**config.mk**
```make
export PLATFORM = sky130hd
export DESIGN_NAME = pipe_stage_reg_flat
export DESIGN_NICKNAME = d
export VERILOG_FILES = /design/src/rtl/pipe_pkg.sv /design/src/rtl/pipe_stage_reg_if.sv /design/src/rtl/pipe_entry.sv /design/src/rtl/pipe_stage_reg.sv /design/src/flat_wrapper.sv
export SDC_FILE = /design/constraint.sdc
export NUM_CORES = 1
export LEC_CHECK = 0
export CORE_MARGIN = 4
export CORE_UTILIZATION = 50
export CTS_CLUSTER_SIZE = 24
export DETAILED_ROUTE_END_ITERATION = 10
export PLACE_DENSITY_LB_ADDON = 0.08
export SLEW_MARGIN = 10
export SYNTH_ARGS = -nofsm -noshare
export SYNTH_HDL_FRONTEND = slang
export SYNTH_SLANG_ARGS = --single-unit
```
**constraint.sdc**
```tcl
create_clock -name clock -period 9.68 [get_ports clock]
set_clock_uncertainty 0.15 [all_clocks]
set_input_delay 2.904 -clock clock [delete_from_list [all_inputs] [get_ports clock]]
set_output_delay 2.904 -clock clock [all_outputs]
set_load 0.02 [all_outputs]
```
**src/rtl/pipe_pkg.sv**
```systemverilog
// Shared widths, control-bundle bit map and state encoding for pipeline stage registers.
package pipe_pkg;

  localparam int unsigned DATA_W_D   = 16;
  localparam int unsigned NUM_DATA_D = 4;
  localparam int unsigned RD_W_D     = 4;
  localparam int unsigned CTRL_W_D   = 8;
  localparam int unsigned CNT_W_D    = 16;

  // Control bundle bit positions
  localparam int unsigned CTRL_PCWRITE    = 0;
  localparam int unsigned CTRL_MEM2REG    = 1;
  localparam int unsigned CTRL_MEMWRITE   = 2;
  localparam int unsigned CTRL_ALUSRC     = 3;
  localparam int unsigned CTRL_ALUIN1_LSB = 4;
  localparam int unsigned CTRL_ALUIN1_MSB = 5;
  localparam int unsigned CTRL_ALUIN2_LSB = 6;
  localparam int unsigned CTRL_ALUIN2_MSB = 7;

  typedef enum logic [1:0] {
    ST_EMPTY = 2'd0,
    ST_FULL  = 2'd1,
    ST_SKID  = 2'd2
  } pipe_state_e;

endpackage

```
**src/rtl/pipe_stage_reg_if.sv**
```systemverilog
// Handshake and payload bundle between two pipeline stages, plus the stage's stall counter.
interface pipe_stage_reg_if
  import pipe_pkg::*;
#(
  parameter int unsigned DATA_W   = DATA_W_D,
  parameter int unsigned NUM_DATA = NUM_DATA_D,
  parameter int unsigned RD_W     = RD_W_D,
  parameter int unsigned CTRL_W   = CTRL_W_D,
  parameter int unsigned CNT_W    = CNT_W_D
);

  localparam int unsigned PAY_W = NUM_DATA * DATA_W;

  logic              in_valid;
  logic              in_ready;
  logic [PAY_W-1:0]  in_data;
  logic [RD_W-1:0]   in_rd;
  logic [CTRL_W-1:0] in_ctrl;
  logic              flush;
  logic              out_valid;
  logic              out_ready;
  logic [PAY_W-1:0]  out_data;
  logic [RD_W-1:0]   out_rd;
  logic [CTRL_W-1:0] out_ctrl;
  logic [CNT_W-1:0]  stall_cnt;

  // Upstream/hazard/downstream side driving the stage
  modport master (
    output in_valid, in_data, in_rd, in_ctrl, flush, out_ready,
    input  in_ready, out_valid, out_data, out_rd, out_ctrl, stall_cnt
  );

  // The stage register itself
  modport slave (
    input  in_valid, in_data, in_rd, in_ctrl, flush, out_ready,
    output in_ready, out_valid, out_data, out_rd, out_ctrl, stall_cnt
  );

endinterface

```
**src/rtl/pipe_entry.sv**
```systemverilog
// One payload slot (data + rd + ctrl + valid). Clear drops the beat and zeroes rd/ctrl so
// an empty slot never presents write-enables; data is left stale.
module pipe_entry
  import pipe_pkg::*;
#(
  parameter int unsigned PAY_W  = NUM_DATA_D * DATA_W_D,
  parameter int unsigned RD_W   = RD_W_D,
  parameter int unsigned CTRL_W = CTRL_W_D
) (
  input  logic              clock,
  input  logic              rst,
  input  logic              load_i,
  input  logic              clear_i,
  input  logic [PAY_W-1:0]  data_i,
  input  logic [RD_W-1:0]   rd_i,
  input  logic [CTRL_W-1:0] ctrl_i,
  output logic              valid_o,
  output logic [PAY_W-1:0]  data_o,
  output logic [RD_W-1:0]   rd_o,
  output logic [CTRL_W-1:0] ctrl_o
);

  logic              valid_q;
  logic [PAY_W-1:0]  data_q;
  logic [RD_W-1:0]   rd_q;
  logic [CTRL_W-1:0] ctrl_q;

  // Slot register: clear wins over load
  always_ff @(posedge clock or posedge rst) begin
    if (rst) begin
      valid_q <= 1'b0;
      data_q  <= '0;
      rd_q    <= '0;
      ctrl_q  <= '0;
    end else if (clear_i) begin
      valid_q <= 1'b0;
      rd_q    <= '0;
      ctrl_q  <= '0;
    end else if (load_i) begin
      valid_q <= 1'b1;
      data_q  <= data_i;
      rd_q    <= rd_i;
      ctrl_q  <= ctrl_i;
    end
  end

  assign valid_o = valid_q;
  assign data_o  = data_q;
  assign rd_o    = rd_q;
  assign ctrl_o  = ctrl_q;

endmodule

```
**src/rtl/pipe_stage_reg.sv**
```systemverilog
// Inter-stage pipeline register with valid/ready handshake, optional 2-entry skid buffer,
// flush (bubble insertion) and a saturating stall counter.
module pipe_stage_reg
  import pipe_pkg::*;
#(
  parameter int unsigned DATA_W   = DATA_W_D,
  parameter int unsigned NUM_DATA = NUM_DATA_D,
  parameter int unsigned RD_W     = RD_W_D,
  parameter int unsigned CTRL_W   = CTRL_W_D,
  parameter int unsigned SKID     = 1,
  parameter int unsigned CNT_W    = CNT_W_D
) (
  input  logic           clock,
  input  logic           rst,
  pipe_stage_reg_if.slave bus
);

  localparam int unsigned PAY_W = NUM_DATA * DATA_W;

  pipe_state_e       state_q, state_d;
  logic              in_ready;
  logic              in_fire, out_fire;
  logic              main_load, main_clear, main_from_skid;
  logic              skid_load, skid_clear;

  logic              main_valid;
  logic [PAY_W-1:0]  main_data;
  logic [RD_W-1:0]   main_rd;
  logic [CTRL_W-1:0] main_ctrl;
  logic [PAY_W-1:0]  main_data_d;
  logic [RD_W-1:0]   main_rd_d;
  logic [CTRL_W-1:0] main_ctrl_d;

  logic              skid_valid;
  logic [PAY_W-1:0]  skid_data;
  logic [RD_W-1:0]   skid_rd;
  logic [CTRL_W-1:0] skid_ctrl;

  logic [CNT_W-1:0]  stall_cnt_q;

  assign in_fire  = bus.in_valid & in_ready;
  assign out_fire = main_valid & bus.out_ready;

  // State register
  always_ff @(posedge clock or posedge rst) begin
    if (rst) state_q <= ST_EMPTY;
    else     state_q <= state_d;
  end

  // Next state and slot controls; flush overrides every handshake
  always_comb begin
    state_d        = state_q;
    main_load      = 1'b0;
    main_clear     = 1'b0;
    main_from_skid = 1'b0;
    skid_load      = 1'b0;
    skid_clear     = 1'b0;
    if (bus.flush) begin
      state_d    = ST_EMPTY;
      main_clear = 1'b1;
      skid_clear = 1'b1;
    end else begin
      unique case (state_q)
        ST_EMPTY: begin
          if (in_fire) begin
            state_d   = ST_FULL;
            main_load = 1'b1;
          end
        end
        ST_FULL: begin
          if (in_fire && out_fire) begin
            main_load = 1'b1;
          end else if (in_fire && (SKID != 0)) begin
            state_d   = ST_SKID;
            skid_load = 1'b1;
          end else if (out_fire) begin
            state_d    = ST_EMPTY;
            main_clear = 1'b1;
          end
        end
        ST_SKID: begin
          if (out_fire && skid_valid) begin
            state_d        = ST_FULL;
            main_load      = 1'b1;
            main_from_skid = 1'b1;
            skid_clear     = 1'b1;
          end
        end
        default: begin
          state_d    = ST_EMPTY;
          main_clear = 1'b1;
          skid_clear = 1'b1;
        end
      endcase
    end
  end

  // Main slot refills from the skid entry when one is parked, else from upstream
  always_comb begin
    main_data_d = bus.in_data;
    main_rd_d   = bus.in_rd;
    main_ctrl_d = bus.in_ctrl;
    if (main_from_skid) begin
      main_data_d = skid_data;
      main_rd_d   = skid_rd;
      main_ctrl_d = skid_ctrl;
    end
  end

  pipe_entry #(.PAY_W(PAY_W), .RD_W(RD_W), .CTRL_W(CTRL_W)) u_main (
    .clock   (clock),
    .rst     (rst),
    .load_i  (main_load),
    .clear_i (main_clear),
    .data_i  (main_data_d),
    .rd_i    (main_rd_d),
    .ctrl_i  (main_ctrl_d),
    .valid_o (main_valid),
    .data_o  (main_data),
    .rd_o    (main_rd),
    .ctrl_o  (main_ctrl)
  );

  if (SKID != 0) begin : g_skid
    logic in_ready_q;

    // Registered ready: low only while both slots will be occupied
    always_ff @(posedge clock or posedge rst) begin
      if (rst) in_ready_q <= 1'b1;
      else     in_ready_q <= (state_d != ST_SKID);
    end

    assign in_ready = in_ready_q;

    pipe_entry #(.PAY_W(PAY_W), .RD_W(RD_W), .CTRL_W(CTRL_W)) u_skid (
      .clock   (clock),
      .rst     (rst),
      .load_i  (skid_load),
      .clear_i (skid_clear),
      .data_i  (bus.in_data),
      .rd_i    (bus.in_rd),
      .ctrl_i  (bus.in_ctrl),
      .valid_o (skid_valid),
      .data_o  (skid_data),
      .rd_o    (skid_rd),
      .ctrl_o  (skid_ctrl)
    );
  end else begin : g_noskid
    logic unused_skid_ctl;

    // Single slot: accept whenever the held beat is leaving or there is none
    assign in_ready        = ~main_valid | bus.out_ready;
    assign skid_valid      = 1'b0;
    assign skid_data       = '0;
    assign skid_rd         = '0;
    assign skid_ctrl       = '0;
    assign unused_skid_ctl = skid_load ^ skid_clear;
  end

  // Saturating count of cycles the held beat is blocked downstream; only reset clears it
  always_ff @(posedge clock or posedge rst) begin
    if (rst) begin
      stall_cnt_q <= '0;
    end else if (main_valid && !bus.out_ready && (stall_cnt_q != {CNT_W{1'b1}})) begin
      stall_cnt_q <= stall_cnt_q + CNT_W'(1);
    end
  end

  assign bus.in_ready  = in_ready;
  assign bus.out_valid = main_valid;
  assign bus.out_data  = main_data;
  assign bus.out_rd    = main_rd;
  assign bus.out_ctrl  = main_ctrl;
  assign bus.stall_cnt = stall_cnt_q;

endmodule
```
**src/flat_wrapper.sv**
```systemverilog
// flat-port wrapper written by rule: the top's interface ports become plain ports
module pipe_stage_reg_flat import pipe_pkg::*;
#(
  parameter int unsigned DATA_W   = DATA_W_D,
  parameter int unsigned NUM_DATA = NUM_DATA_D,
  parameter int unsigned RD_W     = RD_W_D,
  parameter int unsigned CTRL_W   = CTRL_W_D,
  parameter int unsigned SKID     = 1,
  parameter int unsigned CNT_W    = CNT_W_D
)
  (clock, rst, bus_in_valid, bus_in_data, bus_in_rd, bus_in_ctrl, bus_flush, bus_out_ready, bus_in_ready, bus_out_valid, bus_out_data, bus_out_rd, bus_out_ctrl, bus_stall_cnt);
  pipe_stage_reg_if #(.DATA_W(DATA_W), .NUM_DATA(NUM_DATA), .RD_W(RD_W), .CTRL_W(CTRL_W), .CNT_W(CNT_W)) bus_i ();
  input  logic clock;
  input  logic rst;
  input wire logic [$bits(bus_i.in_valid)-1:0] bus_in_valid;
  input wire logic [$bits(bus_i.in_data)-1:0] bus_in_data;
  input wire logic [$bits(bus_i.in_rd)-1:0] bus_in_rd;
  input wire logic [$bits(bus_i.in_ctrl)-1:0] bus_in_ctrl;
  input wire logic [$bits(bus_i.flush)-1:0] bus_flush;
  input wire logic [$bits(bus_i.out_ready)-1:0] bus_out_ready;
  output wire logic [$bits(bus_i.in_ready)-1:0] bus_in_ready;
  output wire logic [$bits(bus_i.out_valid)-1:0] bus_out_valid;
  output wire logic [$bits(bus_i.out_data)-1:0] bus_out_data;
  output wire logic [$bits(bus_i.out_rd)-1:0] bus_out_rd;
  output wire logic [$bits(bus_i.out_ctrl)-1:0] bus_out_ctrl;
  output wire logic [$bits(bus_i.stall_cnt)-1:0] bus_stall_cnt;
  assign bus_i.in_valid = bus_in_valid;
  assign bus_i.in_data = bus_in_data;
  assign bus_i.in_rd = bus_in_rd;
  assign bus_i.in_ctrl = bus_in_ctrl;
  assign bus_i.flush = bus_flush;
  assign bus_i.out_ready = bus_out_ready;
  assign bus_in_ready = bus_i.in_ready;
  assign bus_out_valid = bus_i.out_valid;
  assign bus_out_data = bus_i.out_data;
  assign bus_out_rd = bus_i.out_rd;
  assign bus_out_ctrl = bus_i.out_ctrl;
  assign bus_stall_cnt = bus_i.stall_cnt;
  pipe_stage_reg #(.DATA_W(DATA_W), .NUM_DATA(NUM_DATA), .RD_W(RD_W), .CTRL_W(CTRL_W), .SKID(SKID), .CNT_W(CNT_W)) u_core (.clock(clock), .rst(rst), .bus(bus_i));
endmodule
```
==> metrics.cfg <==
[outcome]
status = completed

[logic_synthesis]
syn_nets = 605
yosys.area_share.simple_pct = 3.744
synth_compound_area_share_pct = 4.643
ys_types = 42
synthAdderAreaFrac_pct = 0.1635
synth-seq-area-share_pct = 56.58
async_flop_share_pct = 100.0
syn_avg_cell_area_sq_um = 14.63
synthXorXnorAreaFrac_pct = 1.144
synth_top_family_by_area = multiplexers
synth-seq-cells = 173
synthMuxAreaShare_pct = 31.29
synthesis.area_sq_mm = 0.007654
synthCells = 523
yosysWarnings = 0
synth_edf_count = 0
ys.flop_type = dfrtp_1

[drt]
dr.pass1.iters = 4
drc = 0
vias = 4886
drt-vias-per-instance = 5.502
initialDrtViolationCount = 206
wirelength_um = 16390
wire_per_inst_um = 18.46
ant_nets = 0

[timing]
relSlewSlack_pct = 29.56
fin_worst_hold_slack_ns = 0.3392
postLayoutSetupSlackWorst_ns = 4.184
period_share_pct = 56.78
worstMarginPinSlew_ns = 1.057
setup_viol = 0
fmax_mhz = 181.9
rsz0062_at_grt = false
hold_viol_final = 0
maxSlewViolCount = 0
finalSetupTns_ns = 0
fin_crit_ns = 5.496

[placement]
port_buffers = 174
dpl-instance-area_sq_mm = 0.009527
place_congestion = 0.8370
pre_cts_slack_ns = 3.779
dp_cells = 856
post-dp-hpwl_um = 10640

[layout]
fillers = 1020
finalNetCount = 773
instances_no_fill = 888
area_growth_syn_to_layout_pct = 32.91
drive_gt1_share_pct = 33.38
stdcell_area_sq_mm = 0.01017
antenna_cells = 0
utilization_pct = 68.95

[clock_tree]
path_clk_slew_ns = 0.06
cts_tree = done
cts.hold.buffers_added = 0
cts_inserted_buffers = 17
htree_levels = 4
cts_sinks = 173
root_buffer = clkbuf_16
clock_path_buffers = 2
cts_resized = 0
post_cts_buffers = 0
clk_latency_ns = 0.41

[floorplanning]
die_h_um = 131.7
start_util_pct = 51.87
design.core.area_sq_mm = 0.01475
die_x_um = 131.7
row_count = 44
ios = 175
dieArea_sq_mm = 0.01735

[pwr]
p_per_area_mw_per_mm2 = 250.6
ir_worst_vdd_mv = 0.1238
total_power_mw = 2.549
leakage_nw = 4.400

[worst_setup_path]
end_kind = flop
crit_fanout = 60
start_kind = primary input
crit_family = buffers and inverters
critical-path-max-stage-delay_ns = 0.72
r2r_end = u_core.g_skid.u_skid.data_o[28]
critPathRequiredTime_ns = 9.83
rr_worst_depth = 5
arrival_ns = 5.64
worstPathCellList = clkdlybuf4s50_1, a21boi_1, nand4_1, nor2_4, buf_4, mux2_2
r2r-start = u_core.state_q[0]
cp_slowest_cell = buf_4
rrSetupSlack_ns = 6.66
critPathBufInv = 2
critPathKind = in -> reg

[global_route]
first_global_vias = 5175
grt_pass1_wl_um = 27080
overflow = 0
grt_max_degree = 95
antenna_found_initial = 0
grt_use_total_pct = 19.22

[worst_hold_path]
min_to = u_core.u_main.ctrl_o[1]
hp-start = u_core.u_main.ctrl_o[1]
min-delay-path-class = reg -> reg
hold_depth = 1

[flow_run]
cap_violations = 0

## state kept, by name, indices dropped and copies added (netlist names), 2 cells and up
name                         cells
u_core.bus.stall_cnt            16
u_core.g_skid.u_skid.ctrl_o      8
u_core.g_skid.u_skid.data_o     64
u_core.g_skid.u_skid.rd_o        4
u_core.state_q                   2
u_core.u_main.ctrl_o             8
u_core.u_main.data_o            64
u_core.u_main.rd_o               4
## area by class of cell
class | instances | area [sq um] | share of cell area (%)
clock buffer | 18 | 429.2 | 4.219
clock inverter | 14 | 216.5 | 2.128
inverter | 5 | 23.77 | 0.2337
multi-input combinational | 314 | 3156 | 31.02
sequential | 173 | 4330 | 42.57
tap | 184 | 230.2 | 2.263
timing repair buffer | 180 | 1787 | 17.56
## worst max path at each step
stage,start,to,slack [ns],depth (start not counted)
2_1_floorplan,rst,u_core.bus.stall_cnt[0],1.94,1
3_3_place_gp,bus_flush,u_core.u_main.data_o[56],3.81,5
3_5_place_dp,bus_flush,u_core.u_main.data_o[61],3.78,5
4_1_cts,bus_flush,u_core.u_main.data_o[61],4.20,5
5_1_grt,bus_out_ready,u_core.g_skid.u_skid.data_o[18],4.08,6
6_report,bus_out_ready,u_core.g_skid.u_skid.data_o[28],4.18,6
## metal layers
metal	wire [um]	global-route usage, %
met5	0	0
met4	195	5.134
met3	944	5.963
met2	7945	31.15
met1	7305	25.30
## where the power goes
part,total [mW],switching [mW],leakage (nW),internal [mW]
Clock,0.742,0.283,0.303,0.459
Sequential,1.10,0.137,2.12,0.965
Combinational,0.704,0.299,1.97,0.405
## cells by family (layout without fill, tap and decap cells)
group | count (synthesis) | after routing
multiplexers | 205 | 205
AND/OR/NAND/NOR | 52 | 52
adder cells (fa/ha/maj) | 1 | 1
XOR/XNOR | 10 | 10
AO/OA/AOI/OAI | 46 | 46
buffers and inverters | 36 | 217
flip-flops | 173 | 173
## cells in the mapped netlist, types with 3 or more instances
library cell | n | area (sq um)
a21oi_1 | 7 | 35.03
a22o_1 | 12 | 105.1
and3_1 | 3 | 18.77
buf_2 | 17 | 85.08
buf_6 | 4 | 45.04
clkbuf_1 | 9 | 33.78
dfrtp_1 | 172 | 4304
inv_1 | 5 | 18.77
mux2_2 | 166 | 1869
mux2_4 | 27 | 405.4
mux2i_1 | 12 | 120.1
nand2_1 | 4 | 15.01
nand3_1 | 9 | 45.04
nand4_1 | 7 | 43.79
nor2_1 | 10 | 37.54
nor3_1 | 6 | 30.03
o2bb2ai_1 | 12 | 105.1
or3_1 | 3 | 18.77
xnor2_1 | 6 | 52.55
xor2_1 | 4 | 35.03
## layout by cell type, fill, tap and decap left out, types with 4 or more instances in the layout
master	instances
clkdlybuf4s50_1	174
clkbuf_16	17
xnor2_1	6
nor2_1	9
a21oi_1	7
mux2i_1	12
o2bb2ai_1	12
nand3_1	9
nand4_1	7
dfrtp_1	172
buf_4	6
xor2_1	4
mux2_2	166
nor3_1	6
bufinv_16	5
inv_1	4
a22o_1	12
mux2_4	27
nand2_1	4
clkinvlp_4	4
Note: power is estimated with default switching activity, not from simulation.
